**src/rtl/uart_host_initiator.sv**
```systemverilog
`default_nettype none
// ============================================================================
// uart_host_initiator
//   Host end of the TPU UART command protocol. It sends a command byte plus up
//   to 7 payload bytes (8N1), then collects up to 4 response bytes into a word.
// Revision: 1.0  initial release
// ============================================================================
module uart_host_initiator #(
    parameter int CLOCK_FREQ   = 100_000_000,
    parameter int BAUD_RATE    = 115200,
    parameter int TIMEOUT_BITS = 2000
) (
    input  logic        clk,
    input  logic        rst_n,
    input  logic        req_valid,
    output logic        req_ready,
    input  logic [7:0]  req_cmd,
    input  logic [2:0]  req_len,
    input  logic [55:0] req_payload,
    input  logic [2:0]  req_resp_len,
    output logic        resp_valid,
    output logic [31:0] resp_data,
    output logic        resp_timeout,
    output logic        resp_frame_err,
    output logic        uart_tx,
    input  logic        uart_rx,
    output logic        busy
);

    localparam int CLKS_PER_BIT = CLOCK_FREQ / BAUD_RATE;
    localparam int HALF_BIT     = CLKS_PER_BIT / 2;
    localparam int TMO_CYCLES   = TIMEOUT_BITS * CLKS_PER_BIT;
    localparam int CNT_W        = $clog2(CLKS_PER_BIT);
    localparam int TMO_W        = $clog2(TMO_CYCLES + 1);

    typedef enum logic [2:0] {
        S_IDLE      = 3'd0,
        S_SEND_CMD  = 3'd1,
        S_SEND_PAY  = 3'd2,
        S_RESP_WAIT = 3'd3,
        S_RESP_RX   = 3'd4,
        S_DONE      = 3'd5
    } state_t;

    state_t state_q, state_d;

    logic [2:0]       len_q, eff_q, byte_q, nb_q;
    logic [55:0]      payload_q;
    logic [9:0]       tx_shift_q;
    logic             uart_tx_q;
    logic [CNT_W-1:0] cnt_q;
    logic [3:0]       bit_q;
    logic [1:0]       sync_q;
    logic             rx_prev_q, pend_q;
    logic [7:0]       rx_byte_q;
    logic [31:0]      rx_word_q;
    logic [TMO_W-1:0] tmo_q;
    logic             tmo_flag_q, ferr_flag_q;
    logic             resp_valid_q, resp_timeout_q, resp_frame_err_q;
    logic [31:0]      resp_data_q;

    logic       w_rx, w_fall, w_bit_end, w_byte_end, w_more, w_tmo_hit, w_start_ok, w_stop_tick;
    logic [2:0] w_next_idx;
    logic [7:0] w_next_byte;
    state_t     w_after_tx;

    assign w_rx        = sync_q[1];
    assign w_fall      = rx_prev_q & ~w_rx;
    assign w_bit_end   = (cnt_q == CNT_W'(CLKS_PER_BIT - 1));
    assign w_byte_end  = w_bit_end && (bit_q == 4'd9);
    assign w_next_idx  = (state_q == S_SEND_CMD) ? 3'd0 : byte_q + 3'd1;
    assign w_more      = (w_next_idx < len_q);
    assign w_next_byte = payload_q[{w_next_idx, 3'b000} +: 8];
    assign w_after_tx  = (eff_q != 3'd0) ? S_RESP_WAIT : S_DONE;
    // DONE costs one cycle, so expiring one early puts resp_valid TMO_CYCLES after entry
    assign w_tmo_hit   = (tmo_q == TMO_W'(TMO_CYCLES - 2));
    assign w_start_ok  = pend_q && (cnt_q == CNT_W'(HALF_BIT - 1)) && !w_rx;
    assign w_stop_tick = w_bit_end && (bit_q == 4'd8);

    always_ff @(posedge clk or negedge rst_n) begin
        if (!rst_n) begin
            state_q <= S_IDLE;
        end else begin
            state_q <= state_d;
        end
    end

    always_comb begin
        state_d = state_q;
        case (state_q)
            S_IDLE:      if (req_valid) state_d = S_SEND_CMD;
            S_SEND_CMD:  if (w_byte_end) state_d = (len_q != 3'd0) ? S_SEND_PAY : w_after_tx;
            S_SEND_PAY:  if (w_byte_end && !w_more) state_d = w_after_tx;
            S_RESP_WAIT: begin
                if (w_tmo_hit)       state_d = S_DONE;
                else if (w_start_ok) state_d = S_RESP_RX;
            end
            S_RESP_RX:   if (w_stop_tick)
                             state_d = (!w_rx || (nb_q + 3'd1 == eff_q)) ? S_DONE : S_RESP_WAIT;
            S_DONE:      state_d = S_IDLE;
            default:     state_d = S_IDLE;
        endcase
    end

    always_ff @(posedge clk or negedge rst_n) begin
        if (!rst_n) begin
            len_q <= '0;  eff_q <= '0;  byte_q <= '0;  nb_q <= '0;
            payload_q <= '0;  tx_shift_q <= '1;  uart_tx_q <= 1'b1;
            cnt_q <= '0;  bit_q <= '0;  sync_q <= 2'b11;  rx_prev_q <= 1'b1;
            pend_q <= 1'b0;  rx_byte_q <= '0;  rx_word_q <= '0;  tmo_q <= '0;
            tmo_flag_q <= 1'b0;  ferr_flag_q <= 1'b0;
            resp_valid_q <= 1'b0;  resp_timeout_q <= 1'b0;  resp_frame_err_q <= 1'b0;
            resp_data_q <= '0;
        end else begin
            sync_q       <= {sync_q[0], uart_rx};
            rx_prev_q    <= w_rx;
            resp_valid_q <= 1'b0;
            case (state_q)
                S_IDLE: if (req_valid) begin
                    len_q       <= req_len;
                    eff_q       <= (req_resp_len > 3'd4) ? 3'd4 : req_resp_len;
                    payload_q   <= req_payload;
                    tx_shift_q  <= {1'b1, req_cmd, 1'b0};
                    uart_tx_q   <= 1'b0;
                    cnt_q       <= '0;
                    bit_q       <= '0;
                    byte_q      <= '0;
                    nb_q        <= '0;
                    rx_word_q   <= '0;
                    tmo_flag_q  <= 1'b0;
                    ferr_flag_q <= 1'b0;
                    resp_data_q <= '0;
                end
                S_SEND_CMD, S_SEND_PAY: begin
                    if (w_bit_end) begin
                        cnt_q <= '0;
                        if (bit_q == 4'd9) begin
                            if (w_more) begin
                                tx_shift_q <= {1'b1, w_next_byte, 1'b0};
                                byte_q     <= w_next_idx;
                                bit_q      <= '0;
                                uart_tx_q  <= 1'b0;
                            end else begin
                                uart_tx_q  <= 1'b1;
                            end
                        end else begin
                            tx_shift_q <= {1'b1, tx_shift_q[9:1]};
                            uart_tx_q  <= tx_shift_q[1];
                            bit_q      <= bit_q + 4'd1;
                        end
                    end else begin
                        cnt_q <= cnt_q + CNT_W'(1);
                    end
                end
                S_RESP_WAIT: begin
                    tmo_q <= tmo_q + TMO_W'(1);
                    if (w_tmo_hit) tmo_flag_q <= 1'b1;
                    if (!pend_q) begin
                        if (w_fall) begin
                            pend_q <= 1'b1;
                            cnt_q  <= '0;
                        end
                    end else if (cnt_q == CNT_W'(HALF_BIT - 1)) begin
                        pend_q <= 1'b0;
                        cnt_q  <= '0;
                        bit_q  <= '0;
                    end else begin
                        cnt_q <= cnt_q + CNT_W'(1);
                    end
                end
                S_RESP_RX: begin
                    if (w_bit_end) begin
                        cnt_q <= '0;
                        if (bit_q == 4'd8) begin
                            // a byte with a bad stop bit is still reported
                            rx_word_q[{nb_q[1:0], 3'b000} +: 8] <= rx_byte_q;
                            nb_q <= nb_q + 3'd1;
                            if (!w_rx) ferr_flag_q <= 1'b1;
                        end else begin
                            rx_byte_q <= {w_rx, rx_byte_q[7:1]};
                            bit_q     <= bit_q + 4'd1;
                        end
                    end else begin
                        cnt_q <= cnt_q + CNT_W'(1);
                    end
                end
                S_DONE: begin
                    resp_valid_q     <= 1'b1;
                    resp_data_q      <= rx_word_q;
                    resp_timeout_q   <= tmo_flag_q;
                    resp_frame_err_q <= ferr_flag_q;
                end
                default: ;
            endcase
            if (state_d == S_RESP_WAIT && state_q != S_RESP_WAIT) begin
                tmo_q  <= '0;
                pend_q <= 1'b0;
            end
        end
    end

    assign req_ready      = (state_q == S_IDLE);
    assign busy           = (state_q != S_IDLE);
    assign uart_tx        = uart_tx_q;
    assign resp_valid     = resp_valid_q;
    assign resp_data      = resp_data_q;
    assign resp_timeout   = resp_timeout_q;
    assign resp_frame_err = resp_frame_err_q;

endmodule
`default_nettype wire

```
**config.mk**
```make
export PLATFORM = sky130hd
export DESIGN_NAME = uart_host_initiator
export DESIGN_NICKNAME = d
export VERILOG_FILES = /design/src/rtl/uart_host_initiator.sv
export SDC_FILE = /design/constraint.sdc
export NUM_CORES = 1
export LEC_CHECK = 0
export CORE_MARGIN = 8
export CORE_UTILIZATION = 38
export DETAILED_ROUTE_END_ITERATION = 6
export GPL_TIMING_DRIVEN = 0
export PLACE_DENSITY = 0.64
export SYNTH_ARGS = -nofsm -noshare
export SYNTH_HDL_FRONTEND = slang
export SYNTH_SLANG_ARGS = --single-unit
```
**constraint.sdc**
```tcl
create_clock -name clk -period 9.2 [get_ports clk]
set_clock_uncertainty 0.1 [all_clocks]
set_input_delay 0.92 -clock clk [delete_from_list [all_inputs] [get_ports clk]]
set_output_delay 0.92 -clock clk [all_outputs]
set_load 0.01 [all_outputs]
```
==> results of run 1 <==
==> layout make-up <==
type                            instances  area share
Buffer                                 55     0.02004
Multi-Input combinational cell        726      0.3487
Inverter                               20    0.006679
Clock inverter                         14     0.01058
Timing Repair Buffer                  112      0.1017
Clock buffer                           18     0.03907
Tap cell                              319     0.03551
Sequential cell                       196      0.4377
==> Yosys cell counts, types with 2 or more instances <==
| master | n | area share |
|---|---|---|
| nand2b_1 | 9 | 0.0062 |
| dfstp_2 | 12 | 0.035 |
| nor2b_1 | 5 | 0.0034 |
| or2_2 | 3 | 0.0021 |
| or4b_2 | 2 | 0.0022 |
| nor4_1 | 8 | 0.0055 |
| nor3_1 | 11 | 0.0060 |
| nor3b_1 | 3 | 0.0025 |
| dfrtp_1 | 184 | 0.50 |
| buf_2 | 6 | 0.0033 |
| o31ai_1 | 10 | 0.0082 |
| xnor2_1 | 3 | 0.0029 |
| nand3b_1 | 6 | 0.0049 |
| and3_1 | 5 | 0.0034 |
| or3b_1 | 2 | 0.0019 |
| mux2i_1 | 10 | 0.011 |
| clkbuf_1 | 46 | 0.019 |
| a21o_1 | 2 | 0.0016 |
| nand4_1 | 4 | 0.0027 |
| and3b_1 | 3 | 0.0029 |
| or3_1 | 6 | 0.0041 |
| nand2_1 | 308 | 0.13 |
| a21oi_1 | 33 | 0.018 |
| o221ai_1 | 9 | 0.0086 |
| a22oi_1 | 3 | 0.0025 |
| ha_1 | 14 | 0.019 |
| a31oi_1 | 11 | 0.0075 |
| mux2_2 | 11 | 0.014 |
| xor2_1 | 2 | 0.0019 |
| o211ai_1 | 6 | 0.0049 |
| nand4b_1 | 3 | 0.0029 |
| or4_1 | 2 | 0.0016 |
| o22ai_1 | 3 | 0.0021 |
| o21ai_1 | 6 | 0.0033 |
| and2_1 | 2 | 0.0014 |
| nand3_1 | 36 | 0.020 |
| nor2_1 | 42 | 0.017 |
| a22o_1 | 32 | 0.031 |
| o21ai_0 | 87 | 0.048 |
| inv_1 | 20 | 0.0082 |
==> metrics by stage <==
| step | instances | setup slack (ps) | utilization | cell area, µm² |
|---|---|---|---|---|
| 6_report | 1460 | 5390 | 0.4774 | 11240 |
| 3_5_place_dp | 1428 | 5442 | 0.4537 | 10680 |
| 3_3_place_gp | 1427 | -1167 | 0.4521 | 10640 |
| 2_1_floorplan | 997 | 6100 | - | 9134 |
| 4_1_cts | 1460 | 5420 | 0.4774 | 11240 |
| 5_1_grt | 1460 | 5144 | 0.4774 | 11240 |
==> worst register-to-register path, stage by stage, from the launching register on <==
cell and delay, ps:
dfrtp_1 360, clkbuf_1 180, or3b_1 480, clkbuf_1 290, nand2_1 390, inv_1 100, ha_1 310, a41oi_1 300
nand2_1 180, a311o_1 380, o21ai_2 210, buf_2 260, o211ai_1 120, o31ai_1 80
==> registers in the layout, summed over array words and instances (netlist names) <==
name,count
byte_q,3
tmo_flag_q,1
state_q,3
resp_data,32
eff_q,3
rx_byte_q,8
bit_q,4
rx_prev_q,1
resp_valid,1
sync_q,2
rx_word_q,32
pend_q,1
resp_frame_err,1
payload_q,56
resp_timeout,1
nb_q,3
cnt_q,10
uart_tx,1
tx_shift_q,8
len_q,3
tmo_q,21
ferr_flag_q,1
==> worst paths after layout <==
kind	end	startpoint	slack, ps	cells past startpoint
min in group asynchronous	resp_data[19]	rst_n	340	1
setup reg to reg	tmo_q[7]	state_q[1]	5390	13
setup / recovery	tmo_q[7]	state_q[1]	5390	13
max in group asynchronous	tmo_q[14]	rst_n	7680	2
hold reg to reg	sync_q[1]	sync_q[0]	260	0
hold / removal	sync_q[1]	sync_q[0]	260	0
==> power by group <==
group	switching [mW]	leakage [nW]	internal, mW
sequential	0.0107	2.46	0.879
combinational	0.0351	2.31	0.0396
clock	0.343	0.269	0.361
==> per-layer routing <==
metal / share of wire / wire length, µm / GRT usage
met4: 0.016 / 378 / 0.04915
met2: 0.46 / 10810 / 0.2594
met1: 0.46 / 10920 / 0.2172
met3: 0.060 / 1413 / 0.03388
met5: 0 / 0 / 0
==> cells by family (layout without fill, tap and decap cells) <==
kind of cell / count (synthesis) / in the layout / synth area share
AND/OR/NAND/NOR: 464 / 464 / 0.2222
AO/OA/AOI/OAI: 221 / 221 / 0.1553
flip-flops: 196 / 196 / 0.5386
buffers and inverters: 75 / 219 / 0.03288
multiplexers: 21 / 21 / 0.02452
adder cells (fa/ha/maj): 14 / 14 / 0.01918
XOR/XNOR: 6 / 6 / 0.007261
==> metrics.md, run 1 <==
| Metric | Value |
|---|---|
| DRC | `0` |
| Status | `complete, no violations` |
| Seq/Total Area, Yosys | `0.5386` |
| Dominant delay contributor by cell family on the critical path | `compound AO/OA/AOI/OAI gates` |
| Post-route setup TNS | `0 ps` |
| Final worst path period share | `0.4142` |
| RSZ-0062 raised after global routing | `no` |
| Worst setup SP type | `flip-flop` |
| Vias in the first global route | `7,304` |
| Worst-Margin Slew | `1284 ps` |
| Post CTS Setup Buffer Count | `0` |
| Max VDD drop | `0.1136 mV` |
| WP data required | `9440 ps` |
| Filler instances | `2,285` |
| Ys flop type | `dfrtp_1` |
| Crit path kind | `reg -> reg` |
| DR iter-0 viols | `528` |
| Total track usage | `0.1618` |
| GR Overflow Total | `0` |
| Post-DR vias/cell | `between 5 and 6` |
| Root Buffer | `clkbuf_16` |
| Initial Util | `0.3880` |
| Placement Rows | `56` |
| Min Hold Slack | `around 260 ps` |
| Antenna-violating nets left | `0` |
| Chip height | `171.0 µm` |
| CTS max path bufs | `2` |
| Wirelength per Cell | `approximately 16 µm` |
| Commonest non-fill, non-tap cells in the layout | `nand2_1, dfrtp_1, clkdlybuf4s50_1` |
| Initial DRT Pass Iterations | `5` |
| CTS Hold Bufs | `0` |
| EDFF count, synth | `0` |
| Mapped Cells | `997` |
| H-tree Lvls | `4` |
| CTS tree | `yes` |
| Async S/R FF share, synth | `1.000` |
| Die Width | `~170 µm` |
| Via count | `7,565` |
| Initial antenna violation count | `0` |
| Max-cap viol count | `0` |
| Worst skew pair latency | `440 ps` |
| Final Total Pwr | `1.669 mW` |
| Core area | `23,540 µm²` |
| # clock sinks | `~200` |
| Commonest non-fill, non-tap cell in the layout | `nand2_1` |
| P_leak | `5.044 nW` |
| Antenna Cells | `0` |
| Register area | `between 4000 and 5000 µm²` |
| # setup viols final | `0` |
| #FFs+latches synth | `196` |
| Max-slew headroom | `0.1319` |
| Syn. warnings | `0` |
| Post-Route WL | `23,530 µm` |
| Slowest cell on crit path | `or3b_1` |
| Final hold viol count | `0` |
| HP Class | `reg -> reg` |
| Nets@finish | `around 1,200` |
| Area Growth Syn to Fin | `23.05%` |
| Slowest Stage Delay on Critical Path | `about 480 ps` |
| Number of I/O pins | `112` |
| Share of layout cells above drive strength 1 | `0.06924` |
| Worst-path cell chain | `clkbuf_1, or3b_1, clkbuf_1, nand2_1, inv_1, ha_1, a41oi_1, nand2_1, a311o_1, o21ai_2, buf_2, o211ai_1, o31ai_1` |
| Global-route wire length before repair | `37,740 µm` |
| Port Buf Inserts | `111` |
| Critical-path maximum fanout | `10` |
| Buf/Inv on CP | `4` |
| Area of the multi-input gates | `3919 µm²` |
| Worst setup EP type | `flip-flop` |
| Pwr Density | `148.5 nW/µm²` |
| Slew Limit Fails | `0` |
| Cell Area, Synth | `9134 µm²` |
| GPL Wtd Cong | `0.8288` |
| Die Area | `29,250 µm²` |
| Avg Synthesized Cell Area | `9.161 µm²` |
| Total nets after synthesis | `between 1,000 and 1,500` |
| Synth cell types | `67` |
| Num CTS Buffers | `17` |
| Quantity of gates resized following cts | `0` |
| Tmin final | `between 3000 and 4000 ps` |
| Worst EP arrival | `4050 ps` |
| Max frequency | `~0.26 GHz` |
| Detailed Place HPWL | `17,260 µm` |
| Largest net degree at the start of global routing | `118` |
| Clock Pin Slew Worst Setup and Hold Paths | `70 ps` |
Note: power is estimated with default switching activity, not from simulation.
==> run 2, diff against run 1 <==
clock period = 3.91 ns   (was 9.2 ns; I/O delays follow)
==> metrics.md, run 2 (same netlist as run 1, synthesis figures left out) <==
| Metric | Value |
|---|---|
| Vias in the first global route | `7,312 (+0.11%)` |
| P_leak | `5.065 nW (+0.42%)` |
| Initial Util | `0.3880 (unchanged)` |
| DR iter-0 viols | `497 (-5.9%)` |
| GR Overflow Total | `0 (unchanged)` |
| Nets@finish | `1,217 (+0.082%)` |
| CTS max path bufs | `2 (unchanged)` |
| Area Growth Syn to Fin | `23.25%` |
| Pre-CTS setup slack | `152.2 ps (-5290 ps)` |
| Critical-path maximum fanout | `10 (unchanged)` |
| Global-route wire length before repair | `37,760 µm (about the same)` |
| Wirelength per Cell | `16.14 µm (+0.15%)` |
| Largest Register | `payload_q` |
| Final cell count without fillers | `1,461 (+0.068%)` |
| Max-slew headroom | `0.1338 (+0.001900)` |
| # clock sinks | `196 (unchanged)` |
| Number of I/O pins | `112 (unchanged)` |
| Detailed Place HPWL | `17,260 µm (unchanged)` |
| Tmin final | `3619 ps (-191.0 ps)` |
| Final worst path period share | `0.9257 (+0.5115)` |
| Worst skew pair latency | `440 ps (about the same)` |
| Initial DRT Pass Iterations | `4 (-1)` |
| Worst setup EP type | `flip-flop` |
| Worst-Margin Slew | `1281 ps (-2.809 ps)` |
| Largest net degree at the start of global routing | `118 (unchanged)` |
| RSZ-0062 raised after global routing | `no` |
| Worst-path cell chain | `clkbuf_1, or3b_1, clkbuf_1, nand2_4, inv_1, ha_1, a41oi_1, nand2_1, a311o_1, o21ai_2, buf_2, o211ai_1, o31ai_1` |
| Num CTS Buffers | `17 (unchanged)` |
| Chip height | `171.0 µm (unchanged)` |
| Status | `complete, no violations` |
| Die Area | `29,250 µm² (unchanged)` |
| Max-cap viol count | `0 (unchanged)` |
| Number of flip-flops in the largest register | `56 (unchanged)` |
| Port Buf Inserts | `111 (unchanged)` |
| Max VDD drop | `0.2681 mV (+140%)` |
| Share of layout cells above drive strength 1 | `0.07005 (+0.0008150)` |
| Clock Pin Slew Worst Setup and Hold Paths | `70 ps (about the same)` |
| Pwr Density | `349.0 nW/µm² (+140%)` |
| Inst Count DP | `1,428 (unchanged)` |
| WP data required | `4150 ps (-5290 ps)` |
| Post CTS Setup Buffer Count | `0 (unchanged)` |
| H-tree Lvls | `4 (unchanged)` |
| Final hold viol count | `0 (unchanged)` |
| Final Total Pwr | `3.928 mW (+140%)` |
| Filler instances | `2,282 (-0.13%)` |
| CP dominant cell by count | `clkbuf_1` |
| Worst setup SP type | `flip-flop` |
| Die Width | `171.0 µm (unchanged)` |
| Slew Limit Fails | `0 (unchanged)` |
| # setup viols final | `0 (unchanged)` |
| Crit path kind | `reg -> reg` |
| Core area | `23,540 µm² (unchanged)` |
| Total track usage | `0.1619 (about the same)` |
| CTS tree | `yes` |
| Worst EP arrival | `3860 ps (-190 ps)` |
| HP Class | `reg -> reg` |
| GPL Wtd Cong | `0.8288 (unchanged)` |
| Placement Rows | `56 (unchanged)` |
| Via count | `7,587 (+0.29%)` |
| Initial antenna violation count | `0 (unchanged)` |
| Antenna Cells | `0 (unchanged)` |
| Antenna-violating nets left | `0 (unchanged)` |
| Post-DR vias/cell | `5.193 (+0.22%)` |
| Setup WS post-layout | `290.6 ps (-5099 ps)` |
| Root Buffer | `clkbuf_16` |
| Slowest Stage Delay on Critical Path | `470 ps (about the same)` |
| Slowest cell on crit path | `or3b_1` |
| Commonest non-fill, non-tap cell in the layout | `nand2_1` |
| Max frequency | `0.2763 GHz (+5.3%)` |
| Commonest non-fill, non-tap cells in the layout | `nand2_1, dfrtp_1, clkdlybuf4s50_1` |
| Final core occ | `0.4782 (+0.0007440)` |
| DRC | `0 (unchanged)` |
| Min Hold Slack | `258.3 ps (+0.006000 ps)` |
| Post-Route WL | `23,580 µm (+0.22%)` |
==> run 2: changes by cell type in the layout (fill, tap and decap cells not counted) <==
cell / before / now
nand2_1: 308 / 307
dlygate4sd3_1: 0 / 1
nand2_4: 0 / 1
==> run 2: per-layer routing <==
metal / share of wire / global-route usage
met5: 0 / 0
met4: 0.017 / 0.04915
met3: 0.056 / 0.03365
met2: 0.46 / 0.2597
met1: 0.47 / 0.2173
==> run 2: critical path, delay by kind of cell (launching register included) <==
| family | cells | cell delay, ps |
|---|---|---|
| buf+inv | 4 | 830 |
| simple gates | 3 | 870 |
| fa+ha+maj | 1 | 300 |
| compound gates | 5 | 1060 |
| flops | 1 | 360 |
==> run 2: cell type report <==
cell class              count  area (µm²)  area share
plain buffers              55       225.2     0.02001
flip-flops and latches    196        4920      0.4370
clock inverters            14       118.9     0.01056
inverters                  20       75.07    0.006669
clock buffers              18       439.2     0.03901
well taps                 319       399.1     0.03546
multi-input cells         726        3926      0.3488
repair buffers            113        1154      0.1025
==> run 2: what timing repair did <==
action                                  CTS  global route
endpoints found under the setup margin    0            24
hold buffers                              1             0
gates resized for setup                   0             2
hold endpoints to repair                 77             0
==> run 2: where the power goes <==
part | switching, mW | total [mW] | internal, mW
combinational | 0.0833 | 0.177 | 0.0937
sequential | 0.0252 | 2.09 | 2.07
clock | 0.807 | 1.66 | 0.850
==> run 2: metrics by stage <==
| stage | cell area (µm²) | TNS (ps) |
|---|---|---|
| global route | 11260 | 0 |
| detailed placement | 10680 | 0 |
| floorplan | 9134 | 0 |
| finish | 11260 | 0 |
| global placement | 10640 | -1128030 |
| CTS | 11250 | 0 |
==> run 2: worst paths after layout <==
kind | start | end | slack, ps | cells past startpoint
hold / removal | sync_q[0] | sync_q[1] | 260 | 0
setup / recovery | state_q[1] | tmo_q[7] | 290 | 13
hold reg to reg | sync_q[0] | sync_q[1] | 260 | 0
setup reg to reg | state_q[1] | tmo_q[7] | 290 | 13
min in group asynchronous | rst_n | resp_data[19] | 400 | 2
max in group asynchronous | rst_n | tmo_q[14] | 2330 | 3
